File: config.mk
export PLATFORM = sky130hd
export DESIGN_NAME = sys_axi_b_gen_flat
export DESIGN_NICKNAME = d
export VERILOG_FILES = /design/src/rtl/sys_axi_pkg.sv /design/src/rtl/sys_axi_b_if.sv /design/src/rtl/sys_sync_fifo.sv /design/src/rtl/sys_axi_b_gen.sv /design/src/flat_wrapper.sv
export SDC_FILE = /design/constraint.sdc
export NUM_CORES = 1
export LEC_CHECK = 0
export CAP_MARGIN = 20
export CELL_PAD_IN_SITES_DETAIL_PLACEMENT = 1
export CELL_PAD_IN_SITES_GLOBAL_PLACEMENT = 1
export CORE_UTILIZATION = 32
export CTS_BUF_LIST = sky130_fd_sc_hd__clkbuf_4 sky130_fd_sc_hd__clkbuf_8 sky130_fd_sc_hd__clkbuf_16
export DETAILED_ROUTE_END_ITERATION = 12
export PLACE_DENSITY_LB_ADDON = 0.15
export SYNTH_ARGS = -nofsm -noshare
export SYNTH_HDL_FRONTEND = slang
export SYNTH_SLANG_ARGS = --single-unit
File: constraint.sdc
create_clock -name clk -period 2.6 [get_ports clk]
set_clock_uncertainty 0.1 [all_clocks]
set_input_delay 0.52 -clock clk [delete_from_list [all_inputs] [get_ports clk]]
set_output_delay 0.52 -clock clk [all_outputs]
set_load 0.05 [all_outputs]
File: src/rtl/sys_axi_pkg.sv
// Shared AXI types for the write-response path: response codes, B record, encoder.
// Latency: n/a (types and a pure function only).
// Backpressure: n/a.
`ifndef AXI_ID_WIDTH
`define AXI_ID_WIDTH 4
`endif

package sys_axi_pkg;

  localparam int AXI_ID_W = `AXI_ID_WIDTH;

  typedef enum logic [1:0] {
    AXI_OKAY   = 2'b00,
    AXI_EXOKAY = 2'b01,
    AXI_SLVERR = 2'b10,
    AXI_DECERR = 2'b11
  } axi_resp_e;

  // One B-channel record at the default ID width.
  typedef struct packed {
    logic [AXI_ID_W-1:0] id;
    axi_resp_e           resp;
  } axi_b_entry_t;

  // A decode error outranks a slave error; EXOKAY is never produced here.
  function automatic axi_resp_e encode_resp(input logic slverr, input logic decerr);
    if (decerr)      return AXI_DECERR;
    else if (slverr) return AXI_SLVERR;
    else             return AXI_OKAY;
  endfunction

endpackage

File: src/rtl/sys_axi_b_if.sv
// AXI B channel bundle: bid/bresp/bvalid from the responder, bready back.
// Latency: wires only.
// Backpressure: bready from the slave modport side stalls the master side.
// Ports: master drives bid, bresp, bvalid and samples bready; slave is the mirror.
interface sys_axi_b #(
  parameter int ID_W = `AXI_ID_WIDTH
);
  logic [ID_W-1:0] bid;
  logic [1:0]      bresp;
  logic            bvalid;
  logic            bready;

  modport master (output bid, output bresp, output bvalid, input bready);
  modport slave  (input bid, input bresp, input bvalid, output bready);
endinterface

File: src/rtl/sys_sync_fifo.sv
// Single-clock circular FIFO with a registered head word.
// Latency: a push is visible at head_dat/!empty the cycle after it is accepted.
// Backpressure: caller must not push when full; pop on empty is ignored.
// Ports: push/push_dat in, pop in, head_dat/full/empty/count out.
module sys_sync_fifo #(
  parameter int WIDTH = 8,
  parameter int DEPTH = 4,
  localparam int PTR_W = $clog2(DEPTH),
  localparam int CNT_W = $clog2(DEPTH + 1)
) (
  input  logic             clk,
  input  logic             rst_n,
  input  logic             push,
  input  logic [WIDTH-1:0] push_dat,
  input  logic             pop,
  output logic [WIDTH-1:0] head_dat,
  output logic             full,
  output logic             empty,
  output logic [CNT_W-1:0] count
);

  logic [WIDTH-1:0] mem [DEPTH];
  logic [PTR_W-1:0] wr_ptr;
  logic [PTR_W-1:0] rd_ptr;
  logic [PTR_W-1:0] rd_nxt;
  logic             do_pop;

  assign full   = (count == CNT_W'(DEPTH));
  assign empty  = (count == '0);
  assign do_pop = pop && !empty;
  assign rd_nxt = rd_ptr + PTR_W'(1);

  // Storage needs no reset; its contents are only read once written.
  always_ff @(posedge clk) begin
    if (push) begin
      mem[wr_ptr] <= push_dat;
    end
  end

  // head_dat is its own register so it keeps its last value after draining
  // and is untouched by pushes while an entry is already at the head.
  always_ff @(posedge clk or negedge rst_n) begin
    if (!rst_n) begin
      wr_ptr   <= '0;
      rd_ptr   <= '0;
      count    <= '0;
      head_dat <= '0;
    end else begin
      if (push) begin
        wr_ptr <= wr_ptr + PTR_W'(1);
      end
      if (do_pop) begin
        rd_ptr <= rd_nxt;
      end
      case ({push, do_pop})
        2'b10:   count <= count + CNT_W'(1);
        2'b01:   count <= count - CNT_W'(1);
        default: count <= count;
      endcase
      if (do_pop && count > CNT_W'(1)) begin
        head_dat <= mem[rd_nxt];
      end else if (push && (empty || (do_pop && count == CNT_W'(1)))) begin
        head_dat <= push_dat;
      end
    end
  end

endmodule

File: src/rtl/sys_axi_b_gen.sv
// Write-response generator: encodes burst completions and replays them in order on AXI B.
// Latency: completion accepted at edge N appears on B in cycle N+1; no flow-through.
// Backpressure: cmpl_ready drops only when DEPTH records are held; bready stalls the head.
// Ports: clk/rst_n; cmpl_valid/ready/id/slverr/decerr in; b (B channel, master); pending out.
module sys_axi_b_gen
  import sys_axi_pkg::*;
#(
  parameter int ID_W  = `AXI_ID_WIDTH,
  parameter int DEPTH = 4
) (
  input  logic                       clk,
  input  logic                       rst_n,
  input  logic                       cmpl_valid,
  output logic                       cmpl_ready,
  input  logic [ID_W-1:0]            cmpl_id,
  input  logic                       cmpl_slverr,
  input  logic                       cmpl_decerr,
  sys_axi_b.master                   b,
  output logic [$clog2(DEPTH+1)-1:0] pending
);

  typedef struct packed {
    logic [ID_W-1:0] id;
    axi_resp_e       resp;
  } b_entry_t;

  b_entry_t push_ent;
  b_entry_t head_ent;
  logic     push;
  logic     pop;
  logic     full;
  logic     empty;

  assign push_ent.id   = cmpl_id;
  assign push_ent.resp = encode_resp(cmpl_slverr, cmpl_decerr);

  // cmpl_ready looks only at occupancy, so a full buffer refuses a push even
  // in a cycle where the head is leaving.
  assign cmpl_ready = !full;
  assign push       = cmpl_valid && cmpl_ready;
  assign pop        = b.bvalid && b.bready;

  assign b.bvalid = !empty;
  assign b.bid    = head_ent.id;
  assign b.bresp  = head_ent.resp;

  sys_sync_fifo #(
    .WIDTH ($bits(b_entry_t)),
    .DEPTH (DEPTH)
  ) u_fifo (
    .clk      (clk),
    .rst_n    (rst_n),
    .push     (push),
    .push_dat (push_ent),
    .pop      (pop),
    .head_dat (head_ent),
    .full     (full),
    .empty    (empty),
    .count    (pending)
  );

  a_no_push_full: assert property (@(posedge clk) disable iff (!rst_n)
    push |-> !full);

  a_b_stable: assert property (@(posedge clk) disable iff (!rst_n)
    (b.bvalid && !b.bready) |=> (b.bvalid && $stable(b.bid) && $stable(b.bresp)));

endmodule

File: src/flat_wrapper.sv
// flat-port wrapper written by rule: the top's interface ports become plain ports
module sys_axi_b_gen_flat import sys_axi_pkg::*;
#(
  parameter int ID_W  = `AXI_ID_WIDTH,
  parameter int DEPTH = 4
)
  (clk, rst_n, cmpl_valid, cmpl_ready, cmpl_id, cmpl_slverr, cmpl_decerr, pending, b_bid, b_bresp, b_bvalid, b_bready);
  sys_axi_b #(.ID_W(ID_W)) b_i ();
  input  logic clk;
  input  logic rst_n;
  input  logic cmpl_valid;
  output logic cmpl_ready;
  input  logic [ID_W-1:0] cmpl_id;
  input  logic cmpl_slverr;
  input  logic cmpl_decerr;
  output logic [$clog2(DEPTH+1)-1:0] pending;
  output wire logic [$bits(b_i.bid)-1:0] b_bid;
  output wire logic [$bits(b_i.bresp)-1:0] b_bresp;
  output wire logic [$bits(b_i.bvalid)-1:0] b_bvalid;
  input wire logic [$bits(b_i.bready)-1:0] b_bready;
  assign b_bid = b_i.bid;
  assign b_bresp = b_i.bresp;
  assign b_bvalid = b_i.bvalid;
  assign b_i.bready = b_bready;
  sys_axi_b_gen #(.ID_W(ID_W), .DEPTH(DEPTH)) u_core (.clk(clk), .rst_n(rst_n), .cmpl_valid(cmpl_valid), .cmpl_ready(cmpl_ready), .cmpl_id(cmpl_id), .cmpl_slverr(cmpl_slverr), .cmpl_decerr(cmpl_decerr), .b(b_i), .pending(pending));
endmodule
## Word level (Yosys, flattened, before mapping)

Memories as Yosys holds them, arrays and structs flattened.
Cells that the tools add are included.

| operators by class | value |
|---|---|
| reductions and logical operators | 12 |
| $lt $le $gt $ge | 1 |
| add/subtract/negate cells | 4 |
| equal/unequal tests | 4 |
| muxes and demuxes | 7 |

Operator list:

| operator | count |
|---|---|
| $mux 6 | 2 |
| $logic_and 1x1->1 | 6 |
| $pmux 3 s2 | 1 |
| $add 2x1->2 const B | 2 |
| $mux 2 | 2 |
| $reduce_bool 2->1 | 2 |
| $add 3x1->3 const B | 1 |
| $eq 3x1->1 const B | 1 |
| $eq 3x3->1 const B | 1 |
| $gt 3x1->1 const B | 1 |
| $logic_not 3->1 | 1 |
| $sub 3x1->3 const B | 1 |
| $eq 2x1->1 const B | 1 |
| $eq 2x2->1 const B | 1 |
| $logic_not 1->1 | 2 |
| $mux 1 | 2 |
| $logic_or 1x1->1 | 1 |

| word-level totals | value |
|---|---|
| flip-flop bits (word level) | 13 |
| memories | 1 |
| output and inout bits | 11 |
| word-level logic and storage cells | 33 |
| bits in writable memories | 24 |
| bits of input ports | 10 |

Memory list:

| memory | depth | width | rd ports | clocked after memory_dff | wr ports | line | text |
|---|---|---|---|---|---|---|---|
| u_core.u_fifo.mem | 4 | 6 | 1 | 0 | 1 | sys_sync_fifo.sv:22 | `logic [WIDTH-1:0] mem [DEPTH];` |

## Longest topological paths before layout

Gate-level depths: netlist of the first run.

| logic depth | value |
|---|---|
| depth in word-level cells | 9 |
| depth in mapped cells | 9 |
| mapped depth without buffers | 9 |

## Cells and area by module

Synthesis of the first run repeated with hierarchy kept, for this count alone.

| unflattened totals | value |
|---|---|
| cells, all modules | 100 |
| area, all modules | 1652.8 um^2 |

Modules (own cells, without submodules):

| module | instances | area each (um^2) | cells an instance | sequential area each (um^2) |
|---|---|---|---|---|
| sys_sync_fifo | 1 | 1626.6 | 95 | 1046.0 |
| sys_axi_b_gen | 1 | 26.3 | 5 | 0.0 |

## Worst setup path after synthesis of the first run

Ideal clock, no wire load.

| timing | value |
|---|---|
| path type | register -> register |
| start | register u_core.u_fifo.count[1] |
| end | register u_core.u_fifo.count[2] |
| setup time | 0.149 ns |
| arrival | 2.313 ns |
| period minus slack after synthesis | 2.563 ns |
| cell stages (with the launch flop) | 10 |
| path slack | 0.037 ns |
| buffers on the path | 0 |
| required time | 2.351 ns |
| cells stage by stage | dfrtp_1 -> inv_1 -> ha_1 -> nand2_1 -> and2_1 -> inv_1 -> ha_1 -> mux2i_1 -> nor2_1 -> xor2_1 |

| on the way | value |
|---|---|
| elaborated cells between the ends (all ways) | 13 |
| those cells by class | 2 x add/sub; 3 x eq/ne; 1 x mux; 7 x reduce/logical |

RTL lines:

| element | line | text |
|---|---|---|
| start: declaration | sys_sync_fifo.sv:19 | `output logic [CNT_W-1:0] count` |
| start signal: assignment | sys_sync_fifo.sv:56 | `2'b10: count <= count + CNT_W'(1);` |
| start signal: assignment | sys_sync_fifo.sv:57 | `2'b01: count <= count - CNT_W'(1);` |
| start signal: assignment | sys_sync_fifo.sv:58 | `default: count <= count;` |
| $eq 3x3->1 * | sys_sync_fifo.sv:28 | `assign full = (count == CNT_W'(DEPTH));` |
| $logic_not 1->1 * | sys_axi_b_gen.sv:39 | `assign cmpl_ready = !full;` |
| named net cmpl_ready | flat_wrapper.sv:12 | `output logic cmpl_ready;` |
| $logic_and 1x1->1 * | sys_axi_b_gen.sv:40 | `assign push = cmpl_valid && cmpl_ready;` |
| $eq 2x1->1 or $eq 2x2->1 (tied branches) | sys_sync_fifo.sv:55 | `case ({push, do_pop})` |
| $pmux 3 s2 or $reduce_bool 2->1 (tied branches) | -- |  |

The timed path passes the listed nets; every way through them passes the cells marked *.
A chain may end at the register's enable or synchronous reset.

## Worst setup path after layout of the first run

| timing | value |
|---|---|
| start | register u_core.u_fifo.count[2] |
| end | output port pending[2] |

RTL lines:

| element | line | text |
|---|---|---|
| end: declaration | flat_wrapper.sv:16 | `output logic [$clog2(DEPTH+1)-1:0] pending;` |

No word-level cell between the ends.

==> impl_metrics.yaml, run 1 <==
outcome:
  status: "completed"
routing:
  wl_per_cell_um: 17.1
  drt_iter0_drc: 36
  antenna_left: 0
  dr.pass1.iters: 4
  routed_wirelength_mm: 3.25
  drc: 0
  vias: 874
  routed_via_density: 4.60
timing:
  rsz0062_at_grt: "no"
  final-setup-viol-count: 0
  max_slew_margin_pct: 53.0
  min_period_over_period_pct: 87.2
  finalMaxSlewViolations: 0
  worst_pin_slew_ns: 0.703
  final.setup.tns_ns: 0
  setup_ws_ns: 0.334
  hold_viol: 0
  fmax_mhz: 441
  period_minus_slack_ns: 2.27
critical_path:
  cpMaxStageDelayCell: "clkdlybuf4s50_1"
  r2r_cells: 8
  critPathCaptureType: "output port"
  reg2reg_to: "u_core.u_fifo.count[2]$_DFFE_PN0P_"
  rrSetupSlack_ns: 0.49
  rr_startpoint: "u_core.u_fifo.count[0]$_DFFE_PN0P_"
  crit_path_max_fanout: 6
  startpoint: "u_core.u_fifo.count[2]$_DFFE_PN0P_"
  cp_cell_sequence: "clkdlybuf4s50_1"
  worst-path-stages: 1
  cp-start-kind: "flip-flop"
  path_buf_inv: 1
  worstPathArrival_ns: 1.65
  max_stage_delay_ns: 0.86
  crit_end: "pending[2]"
  worstSetupPathType: "reg -> out"
  cp_top_family: "buffers and inverters"
  required_ns: 1.98
place:
  port_buffers: 20
  gp_congestion: 0.700
  dp_hpwl_mm: 2.35
  placedCellCount: 183
  post-place-ws_ns: 0.266
floorplanning:
  die_w_um: 73.7
  start_util_pct: 33.9
  boundaryPins: 21
  core_mm2: 0.00485
  dieArea_mm2: 0.00543
  rows: 25
  die_h_um: 73.7
global_routing:
  grt_util_met2_pct: 21.7
  met3_usage_pct: 4.12
  grt_pass1_vias: 970
  grt-ovfl-total: 0
  grt_pass1_wl_mm: 5.19
  grt_busiest_layer: "met2"
  antenna_found_initial: 0
  grt_use_met1_pct: 18.5
  grt_usage_pct: 14.0
  grt_max_degree: 14
cts:
  clock_path_buffers: 2
  cts_hold_buf: 0
  clock_sinks: 37
  ctsRootBufferMaster: "clkbuf_8"
  clk_pin_slew_worst_paths_ns: 0.07
  cts_buffers: 5
  cts_resized: 0
  insertion_delay_ns: 0.28
  htreeDepth: 2
  cts_tree: "built"
  post_cts_buffers: 0
synthesis:
  synth.avg_cell_area_um2: 16.9
  synthCells: 97
  ys_seq_area_share_pct: 63.6
  ys_warn_count: 0
  syn_area_mm2: 0.00164
  synth_fp_nets: 116
  netlist-cell-type-count: 24
  yosys_register_bits: 37
cells_and_area:
  final_nets: 142
  diodes: 0
  layout-drive-gt1-share_pct: 21.1
  area_growth_pct: 21.5
  mostFrequentLayoutCell: "edfxtp_1"
  fin_cells: 190
  final_cell_mix: "24 x edfxtp_1, 18 x clkdlybuf4s50_1, 13 x dfrtp_1"
  utilization_pct: 41.2
hold_path:
  hp-class: "reg -> reg"
pwr:
  vdd_ir_drop_max_mv: 0.352
  cellLeakagePower_nw: 0.752
  p_per_area_mw_per_mm2: 1250
run:
  drv_cap: 0
## metal layers
| layer | up-vias | routed length [um] |
|---|---|---|
| met5 | - | 0 |
| met4 | 0 | 51 |
| met3 | 4 | 103 |
| met2 | 18 | 1550 |
| met1 | 443 | 1550 |
| li1 | 409 | - |
## through the flow
stage / area [um2] / power, mW / hold WS (ns)
finish: 2000 / 2.51 / 0.445
floorplan: 1640 / 1.79 / 0.124
global placement: 1920 / 2.12 / 0.422
global route: 2000 / 2.66 / 0.481
CTS: 2000 / 2.55 / 0.460
detailed placement: 1920 / 2.16 / 0.444
## report_power, final
part | internal [mW] | leakage (nW) | switching, mW | total, mW
combinational | 0.492 | 0.336 | 0.647 | 1.14
clock | 0.192 | 0.0445 | 0.191 | 0.383
sequential | 0.819 | 0.371 | 0.165 | 0.983
total | 1.50 | 0.752 | 1.00 | 2.51
## flip-flops by register name, indices dropped and copies added, names as in the netlist
signal and flops:
u_core.u_fifo.count 3, u_core.u_fifo.head_dat 6, u_core.u_fifo.mem 24, u_core.u_fifo.rd_ptr 2
u_core.u_fifo.wr_ptr 2
## kinds of logic after synthesis
logic type | synth area share, %
flip-flops | 63.6
multiplexers | 17.0
AND/OR/NAND/NOR | 5.33
adder cells (fa/ha/maj) | 6.85
buffers and inverters | 2.05
XOR/XNOR | 3.20
AO/OA/AOI/OAI | 1.90
## cells in the mapped netlist, drive strengths merged
cell type | n | area, um2
nor2 | 1 | 3.75
and2 | 2 | 12.5
and3 | 4 | 25.0
mux2i | 1 | 10.0
o21ai | 3 | 15.0
mux2 | 12 | 135
dfrtp | 13 | 325
xor2 | 2 | 17.5
a211oi | 1 | 7.51
nor3b | 1 | 18.8
mux4 | 6 | 135
a21oi | 1 | 8.76
xnor2 | 4 | 35.0
inv | 5 | 18.8
buf | 2 | 15.0
nand2 | 4 | 15.0
ha | 9 | 113
or2 | 1 | 6.26
nand2b | 1 | 6.26
edfxtp | 24 | 721
## how the worst min path moves through the flow
stage,start,end,slack (ns),depth (start not counted)
2_1_floorplan,rst_n,u_core.u_fifo.count[0]$_DFFE_PN0P_,0.12,0
3_3_place_gp,u_core.u_fifo.count[1]$_DFFE_PN0P_,u_core.u_fifo.count[1]$_DFFE_PN0P_,0.42,2
3_5_place_dp,u_core.u_fifo.count[1]$_DFFE_PN0P_,u_core.u_fifo.count[1]$_DFFE_PN0P_,0.44,2
4_1_cts,u_core.u_fifo.count[1]$_DFFE_PN0P_,u_core.u_fifo.count[1]$_DFFE_PN0P_,0.46,2
5_1_grt,u_core.u_fifo.count[1]$_DFFE_PN0P_,u_core.u_fifo.count[1]$_DFFE_PN0P_,0.48,2
6_report,u_core.u_fifo.count[1]$_DFFE_PN0P_,u_core.u_fifo.count[1]$_DFFE_PN0P_,0.45,2
## layout make-up
type	instances	area (um2)
fillers	485	2850
flip-flops and latches	37	1050
clock inverters	1	5.00
well taps	67	83.8
inverters	5	18.8
clock buffers	6	76.3
repair buffers	21	203
multi-input cells	53	564
Power figures use the tool's default switching activity.
==> run 2, diff against run 1 <==
--- a/config.mk
+++ b/config.mk
@@ -6,8 +6,6 @@
 export NUM_CORES = 1
 export LEC_CHECK = 0
 export CAP_MARGIN = 20
-export CELL_PAD_IN_SITES_DETAIL_PLACEMENT = 1
-export CELL_PAD_IN_SITES_GLOBAL_PLACEMENT = 1
 export CORE_UTILIZATION = 32
 export CTS_BUF_LIST = sky130_fd_sc_hd__clkbuf_4 sky130_fd_sc_hd__clkbuf_8 sky130_fd_sc_hd__clkbuf_16
 export DETAILED_ROUTE_END_ITERATION = 12
==> run 2 against run 1 <==
Effect of this change: sequential share of layout area shrank 0.13 points; clock power grew 1%; highest routed layer unchanged; global-route usage shrank 1.4 points; combinational power is essentially flat; final cell count grew 0.53%; die area is the same; count of clock-buffer cells in the layout shrank 1; sequential power shrank 1%; sequential cell count is the same; setup slack gained 0.0094 ns; first-iteration DRC count shrank 14%; critical endpoint unchanged.
==> impl_metrics.yaml, run 2 (same netlist as run 1, synthesis figures left out) <==
cells_and_area:
  largest_registers: "u_core.u_fifo.mem (24), u_core.u_fifo.head_dat (6), u_core.u_fifo.count (3)"
  layout-drive-gt1-share_pct: 21.0
  largest_reg_flops: 24
  final_cell_mix: "24 x edfxtp_1, 18 x clkdlybuf4s50_1, 13 x dfrtp_1"
  final_nets: 142
  area_growth_pct: 21.8
  diodes: 0
  mostFrequentLayoutCell: "edfxtp_1"
  fin_area_mm2: 0.00200
  regMostFlops: "u_core.u_fifo.mem"
  fin_cells: 191
timing:
  max_slew_margin_pct: 53.2
  hold_viol: 0
  finalMaxSlewViolations: 0
  period_minus_slack_ns: 2.26
  rsz0062_at_grt: "no"
  hold_ws_ns: 0.443
  final-setup-viol-count: 0
  min_period_over_period_pct: 86.8
  worst_pin_slew_ns: 0.700
  final.setup.tns_ns: 0
  fmax_mhz: 443
critical_path:
  cp_cell_sequence: "clkdlybuf4s50_1"
  critPathCaptureType: "output port"
  max_stage_delay_ns: 0.86
  rrSetupSlack_ns: 0.50
  cp_top_family: "buffers and inverters"
  r2r_cells: 8
  reg2reg_to: "u_core.u_fifo.count[2]$_DFFE_PN0P_"
  crit_path_max_fanout: 6
  path_buf_inv: 1
  cp-start-kind: "flip-flop"
  required_ns: 1.98
  worstPathArrival_ns: 1.64
  cpMaxStageDelayCell: "clkdlybuf4s50_1"
  worstSetupPathType: "reg -> out"
  rr_startpoint: "u_core.u_fifo.count[0]$_DFFE_PN0P_"
global_routing:
  grt_max_degree: 14
  grt_pass1_vias: 884
  grt-ovfl-total: 0
  antenna_found_initial: 0
  grt_usage_pct: 12.6
  grt_pass1_wl_mm: 4.69
floorplanning:
  core_mm2: 0.00485
  die_w_um: 73.7
  start_util_pct: 33.9
  die_h_um: 73.7
  dieArea_mm2: 0.00543
  rows: 25
  boundaryPins: 21
place:
  placedCellCount: 183
  dp_hpwl_mm: 2.00
  port_buffers: 20
  gp_congestion: 0.670
  place_area_mm2: 0.00192
cts:
  htreeDepth: 2
  cts_tree: "built"
  cts_buffers: 5
  ctsRootBufferMaster: "clkbuf_8"
  post_cts_buffers: 0
  clock_path_buffers: 2
  cts_resized: 0
  insertion_delay_ns: 0.29
  clk_pin_slew_worst_paths_ns: 0.07
  cts_hold_buf: 0
  clock_sinks: 37
outcome:
  status: "completed"
routing:
  wl_per_cell_um: 15.4
  routed_wirelength_mm: 2.95
  drt_iter0_drc: 31
  drc: 0
  dr.pass1.iters: 4
  vias: 871
  antenna_left: 0
  routed_via_density: 4.56
pwr:
  p_per_area_mw_per_mm2: 1240
  cellLeakagePower_nw: 0.753
  vdd_ir_drop_max_mv: 0.601
hold_path:
  whs_endpoint: "u_core.u_fifo.count[1]$_DFFE_PN0P_"
  hold_depth: 2
  hp-class: "reg -> reg"
  min_from: "u_core.u_fifo.count[1]$_DFFE_PN0P_"
run:
  drv_cap: 0
==> run 2: cell types whose count changed in the layout (fill, tap and decap cells not counted), sizes merged <==
cell    change
clkbuf      -1
clkinv      +2
==> run 2: where the power goes <==
group          internal (mW)  switching (mW)  total, mW
registers              0.818           0.154      0.972
clock network          0.185           0.203      0.388
logic                  0.488           0.626       1.11
==> run 2: area by class of cell <==
type | count | area, um2
clock inverters | 3 | 17.5
repair buffers | 21 | 203
inverters | 5 | 18.8
fillers | 460 | 2850
clock buffers | 5 | 68.8
flip-flops and latches | 37 | 1050
multi-input cells | 53 | 564
well taps | 67 | 83.8
==> run 2: how the worst max path moves through the flow <==
stage | startpoint | end | slack (ns) | depth (start not counted)
floorplan | u_core.u_fifo.count[1]$_DFFE_PN0P_ | u_core.u_fifo.count[2]$_DFFE_PN0P_ | 0.04 | 9
global placement | b_bready | u_core.u_fifo.head_dat[1]$_DFFE_PN0P_ | 0.25 | 5
detailed placement | b_bready | u_core.u_fifo.head_dat[2]$_DFFE_PN0P_ | 0.22 | 5
CTS | u_core.u_fifo.count[2]$_DFFE_PN0P_ | pending[2] | 0.33 | 1
global route | u_core.u_fifo.count[2]$_DFFE_PN0P_ | pending[2] | 0.28 | 1
finish | u_core.u_fifo.count[2]$_DFFE_PN0P_ | pending[2] | 0.34 | 1
==> run 2: stage by stage <==
stage	utilization, %	power, mW	setup slack, ns
finish	41.3	2.47	0.343
global route	41.3	2.62	0.284
CTS	41.3	2.51	0.327
detailed placement	39.5	2.12	0.218
global placement	39.5	2.09	0.252
floorplan	-	1.79	0.0373
==> run 2: routing by layer <==
metal / global-route usage (%) / wire (um)
met4: 7.05 / 59
met5: 0 / 0
met3: 3.43 / 123
met2: 20.0 / 1430
met1: 15.6 / 1340
==> run 3, diff against run 2 <==
--- a/config.mk
+++ b/config.mk
@@ -6,7 +6,7 @@
 export NUM_CORES = 1
 export LEC_CHECK = 0
 export CAP_MARGIN = 20
-export CORE_UTILIZATION = 32
+export CORE_UTILIZATION = 30
 export CTS_BUF_LIST = sky130_fd_sc_hd__clkbuf_4 sky130_fd_sc_hd__clkbuf_8 sky130_fd_sc_hd__clkbuf_16
 export DETAILED_ROUTE_END_ITERATION = 12
 export PLACE_DENSITY_LB_ADDON = 0.15
==> run 3 against run 2 <==
Effect of this change: sequential cell count unchanged; utilization decreased by 2.1 points; first-iteration DRC count increased by 58%; combinational power about the same; routed wire length decreased by 1.6%; critical endpoint unchanged; highest routed layer unchanged.
==> impl_metrics.yaml, run 3 (same netlist as run 1, synthesis figures left out) <==
critical_path:
  r2r_cells: 6
  worstPathArrival_ns: 1.61
  required_ns: 1.98
  crit_path_max_fanout: 6
  cp_cell_sequence: "clkdlybuf4s50_1"
  max_stage_delay_ns: 0.85
  worstSetupPathType: "reg -> out"
  cpMaxStageDelayCell: "clkdlybuf4s50_1"
  cp_top_family: "buffers and inverters"
  worst-path-stages: 1
  critPathCaptureType: "output port"
  cp-start-kind: "flip-flop"
  path_buf_inv: 1
global_routing:
  grt_pass1_wl_mm: 4.59
  grt_max_degree: 14
  grt_usage_pct: 10.9
  antenna_found_initial: 0
  grt_pass1_vias: 865
  grt-ovfl-total: 0
cells_and_area:
  seq_area_mm2: 0.00105
  area_growth_pct: 24.0
  regMostFlops: "u_core.u_fifo.mem"
  multi_input_area_um2: 564
  final_nets: 142
  largest_reg_flops: 24
  mostFrequentLayoutCell: "edfxtp_1"
  fill_cells: 500
  final_cell_mix: "24 x edfxtp_1, 18 x clkdlybuf4s50_1, 13 x dfrtp_1"
  largest_registers: "u_core.u_fifo.mem (24), u_core.u_fifo.head_dat (6), u_core.u_fifo.count (3)"
  layout-drive-gt1-share_pct: 21.8
  diodes: 0
cts:
  clock_path_buffers: 2
  clock_sinks: 37
  cts_tree: "built"
  htreeDepth: 2
  post_cts_buffers: 0
  ctsRootBufferMaster: "clkbuf_8"
  cts_buffers: 5
  clk_pin_slew_worst_paths_ns: 0.07
  cts_resized: 0
  insertion_delay_ns: 0.28
  cts_hold_buf: 0
place:
  gp_congestion: 0.646
  port_buffers: 20
routing:
  wl_per_cell_um: 15.0
  routed_wirelength_mm: 2.90
  antenna_left: 0
  drc: 0
  routed_via_density: 4.39
  vias: 852
  dr.pass1.iters: 4
  drt_iter0_drc: 49
floorplanning:
  start_util_pct: 31.6
  boundaryPins: 21
  core_mm2: 0.00520
  die_h_um: 76.0
  rows: 26
  die_w_um: 76.0
  dieArea_mm2: 0.00578
timing:
  worst_pin_slew_ns: 0.671
  hold_viol: 0
  period_minus_slack_ns: 2.23
  final-setup-viol-count: 0
  rsz0062_at_grt: "no"
  final.setup.tns_ns: 0
  hold_ws_ns: 0.449
  max_slew_margin_pct: 55.2
  fmax_mhz: 449
  min_period_over_period_pct: 85.7
  finalMaxSlewViolations: 0
hold_path:
  hp-class: "reg -> reg"
  hold_depth: 2
pwr:
  p_per_area_mw_per_mm2: 1270
  vdd_ir_drop_max_mv: 0.487
  cellLeakagePower_nw: 0.765
run:
  drv_cap: 0
outcome:
  status: "completed"
-- run 3: cell count changes in the layout (fill, tap and decap cells not counted) --
cell,delta
clkinvlp_4,+1
bufinv_16,+1
clkinv_4,-1
clkinv_1,-1
clkinv_2,-1
clkbuf_8,+1
-- run 3: cell type report --
type                    count  share of cell area, %
well taps                  70                   4.29
repair buffers             21                   9.94
multi-input cells          53                   27.7
clock buffers               6                   4.05
inverters                   5                  0.920
flip-flops and latches     37                   51.3
clock inverters             2                   1.84
-- run 3: path summary, 6_finish.rpt --
kind / to / slack (ns) / startpoint
min: u_core.u_fifo.count[1]$_DFFE_PN0P_ / 0.45 / u_core.u_fifo.count[1]$_DFFE_PN0P_
min reg2reg: u_core.u_fifo.count[1]$_DFFE_PN0P_ / 0.45 / u_core.u_fifo.count[1]$_DFFE_PN0P_
max in group asynchronous: u_core.u_fifo.head_dat[0]$_DFFE_PN0P_ / 1.43 / rst_n
max: pending[2] / 0.37 / u_core.u_fifo.count[2]$_DFFE_PN0P_
min in group asynchronous: u_core.u_fifo.head_dat[2]$_DFFE_PN0P_ / 0.54 / rst_n
max reg2reg: u_core.u_fifo.head_dat[3]$_DFFE_PN0P_ / 0.52 / u_core.u_fifo.count[0]$_DFFE_PN0P_
-- run 3: report_power, final --
part,internal [mW],switching (mW)
Clock,0.312,0.205
Sequential,0.818,0.145
Combinational,0.488,0.621
-- run 3: stage by stage --
stage / setup slack (ns) / instances / cell area, um2 / power [mW] / util, %
after detailed placement: 0.200 / 186 / 1920 / 2.11 / 36.9
after floorplan: 0.0373 / 97 / 1640 / 1.79 / -
after global routing: 0.320 / 194 / 2040 / 2.73 / 39.2
after global placement: 0.251 / 186 / 1920 / 2.09 / 36.9
final: 0.371 / 194 / 2040 / 2.59 / 39.2
after CTS: 0.357 / 194 / 2040 / 2.63 / 39.2
-- run 3: metal layers --
metal | wire length (um) | GRT usage [%]
met3 | 94 | 3.83
met5 | 0 | 0
met2 | 1550 | 18.7
met1 | 1230 | 12.3
met4 | 23 | 4.62
-- run 3: worst register-to-register path, stage by stage (launching register included) --
cell and delay (ns):
dfrtp_1 0.45, inv_2 0.10, ha_1 0.22, a21oi_2 0.06, nor3b_4 0.40, mux2_1 0.37, mux2_2 0.26
